==> config.mk <==
export PLATFORM = sky130hd
export DESIGN_NAME = pcap_arm_ctrl
export DESIGN_NICKNAME = d
export VERILOG_FILES = /design/src/rtl/pcap_ctrl_pkg.sv /design/src/rtl/pcap_edge_detect.sv /design/src/rtl/pcap_arm_ctrl.sv
export SDC_FILE = /design/constraint.sdc
export NUM_CORES = 1
export LEC_CHECK = 0
export CAP_MARGIN = 40
export CORE_MARGIN = 1
export CORE_UTILIZATION = 35
export DETAILED_ROUTE_END_ITERATION = 12
export GPL_ROUTABILITY_DRIVEN = 0
export PLACE_DENSITY_LB_ADDON = 0.15
export SLEW_MARGIN = 25
export SYNTH_ARGS = -nofsm -noshare
export SYNTH_HDL_FRONTEND = slang
export SYNTH_SLANG_ARGS = --single-unit
==> constraint.sdc <==
create_clock -name clk_i -period 6.81 [get_ports clk_i]
set_clock_uncertainty 0.2 [all_clocks]
set_input_delay 2.043 -clock clk_i [delete_from_list [all_inputs] [get_ports clk_i]]
set_output_delay 2.043 -clock clk_i [all_outputs]
set_load 0.01 [all_outputs]
==> src/rtl/pcap_ctrl_pkg.sv <==
// rtl/pcap_ctrl_pkg.sv - shared types and helpers for the position-capture run control
package pcap_ctrl_pkg;

    // Run-control sequencer states
    typedef enum logic [1:0] {
        ST_IDLE   = 2'd0,
        ST_ARMED  = 2'd1,
        ST_ACTIVE = 2'd2,
        ST_FLUSH  = 2'd3
    } pcap_state_e;

    // Completion codes reported through pcap_status_o and HEALTH
    typedef enum logic [2:0] {
        CODE_OK            = 3'd0,
        CODE_DISARMED      = 3'd1,
        CODE_TOO_CLOSE     = 3'd2,
        CODE_DMA_OVF       = 3'd3,
        CODE_FLUSH_TIMEOUT = 3'd4
    } pcap_code_e;

    // TRIG_EDGE encodings; value 3 behaves as rising
    localparam logic [1:0] TRIG_RISING     = 2'd0;
    localparam logic [1:0] TRIG_FALLING    = 2'd1;
    localparam logic [1:0] TRIG_BOTH       = 2'd2;
    localparam logic [1:0] TRIG_RISING_ALT = 2'd3;

    // True when the transition prev -> cur matches the selected edge type
    function automatic logic edge_match(input logic [1:0] sel, input logic prev, input logic cur);
        logic hit;
        case (sel)
            TRIG_FALLING: hit = prev & ~cur;
            TRIG_BOTH:    hit = prev ^ cur;
            default:      hit = ~prev & cur;
        endcase
        return hit;
    endfunction

endpackage

==> src/rtl/pcap_edge_detect.sv <==
// rtl/pcap_edge_detect.sv - registered trigger edge detector with load and edge select
module pcap_edge_detect
    import pcap_ctrl_pkg::*;
(
    input  logic       clk_i,
    input  logic       reset_i,
    input  logic       load_i,
    input  logic       en_i,
    input  logic [1:0] sel_i,
    input  logic       sig_i,
    output logic       edge_o
);

    logic prev_q;

    // History register only tracks the input while detecting or when explicitly loaded,
    // so a level that changed while the detector was idle never looks like an edge.
    always_ff @(posedge clk_i or negedge reset_i) begin
        if (!reset_i) begin
            prev_q <= 1'b0;
        end else if (load_i || en_i) begin
            prev_q <= sig_i;
        end
    end

    // Edge qualification against the stored history
    always_comb begin
        edge_o = en_i & edge_match(sel_i, prev_q, sig_i);
    end

endmodule

==> src/rtl/pcap_arm_ctrl.sv <==
// rtl/pcap_arm_ctrl.sv - arm/disarm run-control sequencer for the position-capture datapath
module pcap_arm_ctrl
    import pcap_ctrl_pkg::*;
#(
    parameter int CNT_W         = 32,
    parameter int FLUSH_TIMEOUT = 1024
) (
    input  logic             clk_i,
    input  logic             reset_i,
    input  logic             ARM,
    input  logic             DISARM,
    input  logic [1:0]       TRIG_EDGE,
    input  logic [CNT_W-1:0] MAX_CAPTURE,
    input  logic             enable_i,
    input  logic             trig_i,
    input  logic             dma_full_i,
    input  logic             frame_err_i,
    input  logic             drain_idle_i,
    output logic             trig_pulse_o,
    output logic             pcap_actv_o,
    output logic             pcap_start_o,
    output logic             pcap_done_o,
    output logic [2:0]       pcap_status_o,
    output logic [CNT_W-1:0] capture_cnt_o,
    output logic [31:0]      HEALTH
);

    localparam int              FW          = $clog2(FLUSH_TIMEOUT + 1);
    localparam logic [FW-1:0]   FLUSH_LIMIT = FW'(FLUSH_TIMEOUT);

    pcap_state_e      state_q, state_d;
    logic [CNT_W-1:0] cnt_q, cnt_d;
    pcap_code_e       status_q, status_d;
    pcap_code_e       health_q, health_d;
    logic             trig_q, trig_d;
    logic [FW-1:0]    flush_cnt_q, flush_cnt_d;

    logic             edge_load;
    logic             edge_en;
    logic             edge_hit;
    logic             start_pulse;
    logic             done_pulse;
    logic [CNT_W-1:0] cnt_inc;
    logic             max_hit;
    logic             end_hit;
    pcap_code_e       end_code;
    pcap_code_e       final_code;

    assign edge_en = (state_q == ST_ACTIVE);

    pcap_edge_detect u_edge (
        .clk_i   (clk_i),
        .reset_i (reset_i),
        .load_i  (edge_load),
        .en_i    (edge_en),
        .sel_i   (TRIG_EDGE),
        .sig_i   (trig_i),
        .edge_o  (edge_hit)
    );

    // Saturating increment and the count-limit test for the trigger being issued now
    always_comb begin
        cnt_inc = (&cnt_q) ? cnt_q : cnt_q + 1'b1;
        max_hit = (MAX_CAPTURE != '0) && (cnt_inc == MAX_CAPTURE);
    end

    // End-of-run arbitration while ACTIVE: DMA overflow beats frame error beats
    // DISARM beats the normal completions (enable dropped or count limit reached).
    always_comb begin
        end_hit  = 1'b1;
        end_code = CODE_OK;
        if (dma_full_i) begin
            end_code = CODE_DMA_OVF;
        end else if (frame_err_i) begin
            end_code = CODE_TOO_CLOSE;
        end else if (DISARM) begin
            end_code = CODE_DISARMED;
        end else if (!enable_i || (edge_hit && max_hit)) begin
            end_code = CODE_OK;
        end else begin
            end_hit = 1'b0;
        end
    end

    // A drained pipeline keeps the latched code; a timeout only replaces a clean code
    always_comb begin
        if (!drain_idle_i && (status_q == CODE_OK)) begin
            final_code = CODE_FLUSH_TIMEOUT;
        end else begin
            final_code = status_q;
        end
    end

    // Next-state and strobe generation for the run-control sequencer
    always_comb begin
        state_d     = state_q;
        cnt_d       = cnt_q;
        status_d    = status_q;
        health_d    = health_q;
        trig_d      = 1'b0;
        flush_cnt_d = flush_cnt_q;
        edge_load   = 1'b0;
        start_pulse = 1'b0;
        done_pulse  = 1'b0;

        case (state_q)
            ST_IDLE: begin
                if (ARM) begin
                    state_d  = ST_ARMED;
                    cnt_d    = '0;
                    status_d = CODE_OK;
                    health_d = CODE_OK;
                end
            end
            ST_ARMED: begin
                if (DISARM) begin
                    state_d     = ST_FLUSH;
                    status_d    = CODE_DISARMED;
                    flush_cnt_d = '0;
                end else if (enable_i) begin
                    state_d     = ST_ACTIVE;
                    start_pulse = 1'b1;
                    edge_load   = 1'b1;
                end
            end
            ST_ACTIVE: begin
                // An edge seen in the same cycle as an end condition is still issued
                if (edge_hit) begin
                    trig_d = 1'b1;
                    cnt_d  = cnt_inc;
                end
                if (end_hit) begin
                    state_d     = ST_FLUSH;
                    status_d    = end_code;
                    flush_cnt_d = '0;
                end
            end
            ST_FLUSH: begin
                if (drain_idle_i || (flush_cnt_q == FLUSH_LIMIT)) begin
                    state_d    = ST_IDLE;
                    done_pulse = 1'b1;
                    status_d   = final_code;
                    health_d   = final_code;
                end else begin
                    flush_cnt_d = flush_cnt_q + 1'b1;
                end
            end
            default: begin
                state_d = ST_IDLE;
            end
        endcase
    end

    // State and run bookkeeping registers
    always_ff @(posedge clk_i or negedge reset_i) begin
        if (!reset_i) begin
            state_q     <= ST_IDLE;
            cnt_q       <= '0;
            status_q    <= CODE_OK;
            health_q    <= CODE_OK;
            trig_q      <= 1'b0;
            flush_cnt_q <= '0;
        end else begin
            state_q     <= state_d;
            cnt_q       <= cnt_d;
            status_q    <= status_d;
            health_q    <= health_d;
            trig_q      <= trig_d;
            flush_cnt_q <= flush_cnt_d;
        end
    end

    assign trig_pulse_o  = trig_q;
    assign pcap_actv_o   = (state_q != ST_IDLE);
    assign pcap_start_o  = start_pulse;
    assign pcap_done_o   = done_pulse;
    assign pcap_status_o = status_q;
    assign capture_cnt_o = cnt_q;
    assign HEALTH        = {29'b0, health_q};

endmodule
# Yosys cells after proc, flatten, opt, wreduce, memory -nomap -nowiden
# Cells that the tools add are included.
[word_totals] ff_bits=53 inputBits=43 out_inout_bits=71 wordCells=86
[classes] addsub=2 n_eq_ne=14 mux=36 n_bitwise=6 reduce_logical=21
[ops] operator="$mux W32" count=3
[ops] operator="$pmux W32 S2" count=1
[ops] operator="$mux W11" count=3
[ops] operator="$pmux W11 S3" count=1
[ops] operator="$add A32 B1 Y32 const B" count=1
[ops] operator="$eq A32 B32 Y1" count=1
[ops] operator="$reduce_and A32 Y1" count=1
[ops] operator="$reduce_bool A32 Y1" count=1
[ops] operator="$mux W3" count=5
[ops] operator="$mux W2" count=7
[ops] operator="$mux W1" count=12
[ops] operator="$ne A2 B2 Y1 const B" count=6
[ops] operator="$pmux W3 S4" count=1
[ops] operator="$reduce_and A4 Y1" count=3
[ops] operator="$add A11 B1 Y11 const B" count=1
[ops] operator="$eq A11 B11 Y1 const B" count=1
[ops] operator="$pmux W2 S4" count=1
[ops] operator="$eq A2 B2 Y1 const B" count=3
[ops] operator="$pmux W3 S2" count=1
[ops] operator="$reduce_and A3 Y1" count=2
[ops] operator="$reduce_bool A2 Y1" count=3
[ops] operator="$eq A2 B1 Y1 const B" count=2
[ops] operator="$and A1 B1 Y1" count=3
[ops] operator="$logic_and A1 B1 Y1" count=3
[ops] operator="9 further kinds" count=13

# Depth between registers and ports, before layout
[depth] ltp_word=12 depth_mapped=13 ltp_nobuf=11

# By module
# A second synthesis with hierarchy kept.
[hier_totals] cells_unflattened=616 hier_area_um2=4873.4
[by_module_without_submodules] module="pcap_arm_ctrl" n_inst=1 cells_per_inst=601 area_per_inst_um2=4742.0 seq_area_each_um2=1301.2
[by_module_without_submodules] module="pcap_edge_detect" n_inst=1 cells_per_inst=15 area_per_inst_um2=131.4 seq_area_each_um2=25.0

# Worst setup path before layout
# Ideal clock, no wire load.
[synth_path] path_type="input to output" start="input port DISARM" end="output port pcap_start_o" arrival_time_ns=2.440 required_ns=4.567 setup_slack_ns=2.127 stages=2 n_path_buf=0 path_cell_list="nor2b_1 > and2_1"
[synth_between] elab_chain_cells=2
[synth_rtl] item="from (decl)" line_no="pcap_arm_ctrl.sv:11" source="input logic DISARM,"
[synth_rtl] item="$mux W1" line_no="pcap_arm_ctrl.sv:116" source="if (DISARM) begin"
[synth_rtl] item="$mux W1" line_no="pcap_arm_ctrl.sv:106" source="case (state_q)"
[synth_rtl] item="to (decl)" line_no="pcap_arm_ctrl.sv:21" source="output logic pcap_start_o,"
# No other way between the ends.

# Final worst setup path
# Ends and elaborated chain as after synthesis.

==> results.ini <==
[pwr]
power_mw=1.306
irDropWorstVdd_v=0.0001633
powerDensity_nw_per_um2=215.0
p_leak_nw=2.293

[die]
rows=43
fp.dieArea_um2=14990
coreArea_um2=13990
initial_core_util=0.3628
die_height_um=122.4
die-width_um=122.4
io_pins=114

[cts]
cts_resized=0
cts_tree=built
clock_latency_ns=0.31
ctsHoldBuffers=0
cts_buffer_depth=2
cts_htree_levels=2
cts.sinks=53
cts-root-buf=clkbuf_16
clkTransAtPathRegs_ns=0.08
numCtsBuffers=5
cts_setup_buffers=0

[placement]
dp.final_hpwl_um=12810
port_buffers=84

[drt]
first_pass_iters=5
drtIter0Drc=532
drc_errors=0
wl_per_cell_um=19.34
ant_nets=0
route.detailed.vias_per_inst=5.888
routed_wl_um=16790
dr_total_vias=5111

[global_routing]
antenna_found_initial=0
grt_use_met2=0.3732
grt_use_met1=0.3116
grt_usage=0.2329
busiest_layer=met2
grt_pass1_vias=4877
grt.overflow.total=0
met3_usage=0.03671
grt_max_degree=54
grt_pass1_wl_um=26880

[logic_synthesis]
synthDistinctLibCells=72
ys_async_sr_fraction=1.000
ys_seq_area_frac=0.2613
syn_inst=627
ys.flop_type=dfrtp_1
ys_seq_elements=53
synth_edf_count=0
postSynthAreaPerCell_um2=8.094
yosys_warnings=0
synth_area_um2=5075

[finish]
final_cell_mix=clkdlybuf4s50_1, nand2_1, dfrtp_1
regArea_um2=1326
drive_above_1_share=0.06686
antenna-diode-count=0
mostFrequentLayoutCell=clkdlybuf4s50_1
area_delta_synth_final_pct=19.70
multi_input_area_um2=3382
n_fill_cell=1451
nets=742

[worst_setup_path]
critPathKind=in -> out
path_max_fanout=5
startpoint_type=input pin
end_kind=primary output
timing.rr.start=capture_cnt_o[0]$_DFFE_PN0P_
critPathArrivalTime_ns=3.53
startpoint=DISARM
required_ns=4.57

[hold_path]
hold_path.class=reg -> reg
hp-start=health_q[2]$_DFFE_PN0P_

[sta]
post-route-min-period_ns=5.775
rsz0062_at_grt=false
setup_viol=0
hold_viol_final=0
report.final.slew_viol_count=0
finalSetupTns_ns=0
post-route-period-util=0.8480
relSlewSlack=0.4411
worstMarginPinSlew_ns=0.8320
max_freq_mhz=173.2

[run_status]
status=finished, final reports clean

[job]
drv_cap=0

synth_stat cells (19+ instances only):
cell type  number  area [um^2]
nand2_1        64        240.2
dfrtp_1        53         1326
o21ai_0        39        195.2
buf_4          32        240.2
nand3_1        28        140.1
nor2_1         27        101.4
a21oi_1        26        130.1
inv_1          24        90.09
xnor2_1        22        192.7
clkbuf_1       21        78.83
o31ai_1        20        150.1
nand4_1        19        118.9
final cells by class:
cell class                 count  share of cell area
sequential                    53              0.2183
multi-input combinational    512              0.5567
tap                          180             0.03708
clock inverter                 3            0.004325
timing repair buffer          91              0.1481
clock buffer                   5             0.02060
inverter                      24             0.01483
routing by layer:
| metal | vias to the layer above | wire length, um |
|---|---|---|
| met5 | - | 0 |
| met4 | 0 | 471 |
| met3 | 29 | 1012 |
| met2 | 220 | 7849 |
| met1 | 2460 | 7452 |
| li1 | 2402 | - |
sequential cells by signal, indices dropped and copies added (netlist names):
signal / count
capture_cnt_o: 32
flush_cnt_q: 11
health_q: 3
pcap_status_o: 3
state_q: 2
trig_pulse_o: 1
u_edge.prev_q: 1
power by group:
group | internal (mW) | switching, mW
Clock | 0.139 | 0.134
Sequential | 0.351 | 0.0378
Combinational | 0.246 | 0.399
Total | 0.736 | 0.570
worst max-delay path: stages:
cell and delay (ns):
clkdlybuf4s50_1 0.46, nor2b_1 0.29, and2_1 0.20, clkdlybuf4s50_1 0.54
cells by family (layout without fill, tap and decap cells):
logic type | count (synthesis) | count (layout) | synth area share
flip-flops | 53 | 53 | 0.2613
other | 1 | 29 | 0.0007389
multiplexers | 10 | 10 | 0.02022
AO/OA/AOI/OAI | 166 | 166 | 0.2290
XOR/XNOR | 40 | 40 | 0.06903
adder cells (fa/ha/maj) | 12 | 12 | 0.02959
buffers and inverters | 90 | 123 | 0.09418
AND/OR/NAND/NOR | 255 | 255 | 0.2959
final timing paths:
| kind | end | slack (ns) | cells past startpoint |
|---|---|---|---|
| max | pcap_start_o | 1.04 | 4 |
| min | health_q[2]$_DFFE_PN0P_ | 0.29 | 2 |
| max reg2reg | flush_cnt_q[8]$_DFFE_PN0P_ | 2.49 | 10 |
| min reg2reg | health_q[2]$_DFFE_PN0P_ | 0.29 | 2 |
| max in group asynchronous | capture_cnt_o[15]$_DFFE_PN0P_ | 4.26 | 2 |
| min in group asynchronous | capture_cnt_o[23]$_DFFE_PN0P_ | 1.67 | 2 |
through the flow:
step | cell area [um^2] | util | cells | setup slack (ns) | hold slack, ns
floorplan | 5180 | - | 655 | 2.127 | 0.2748
global placement | 5889 | 0.4210 | 857 | 1.063 | 0.2723
detailed placement | 5908 | 0.4224 | 859 | 1.033 | 0.2802
CTS | 6060 | 0.4332 | 867 | 1.034 | 0.2989
global route | 6075 | 0.4343 | 868 | 0.9791 | 0.3360
finish | 6075 | 0.4343 | 868 | 1.035 | 0.2883
Note: power is estimated with default switching activity, not from simulation.
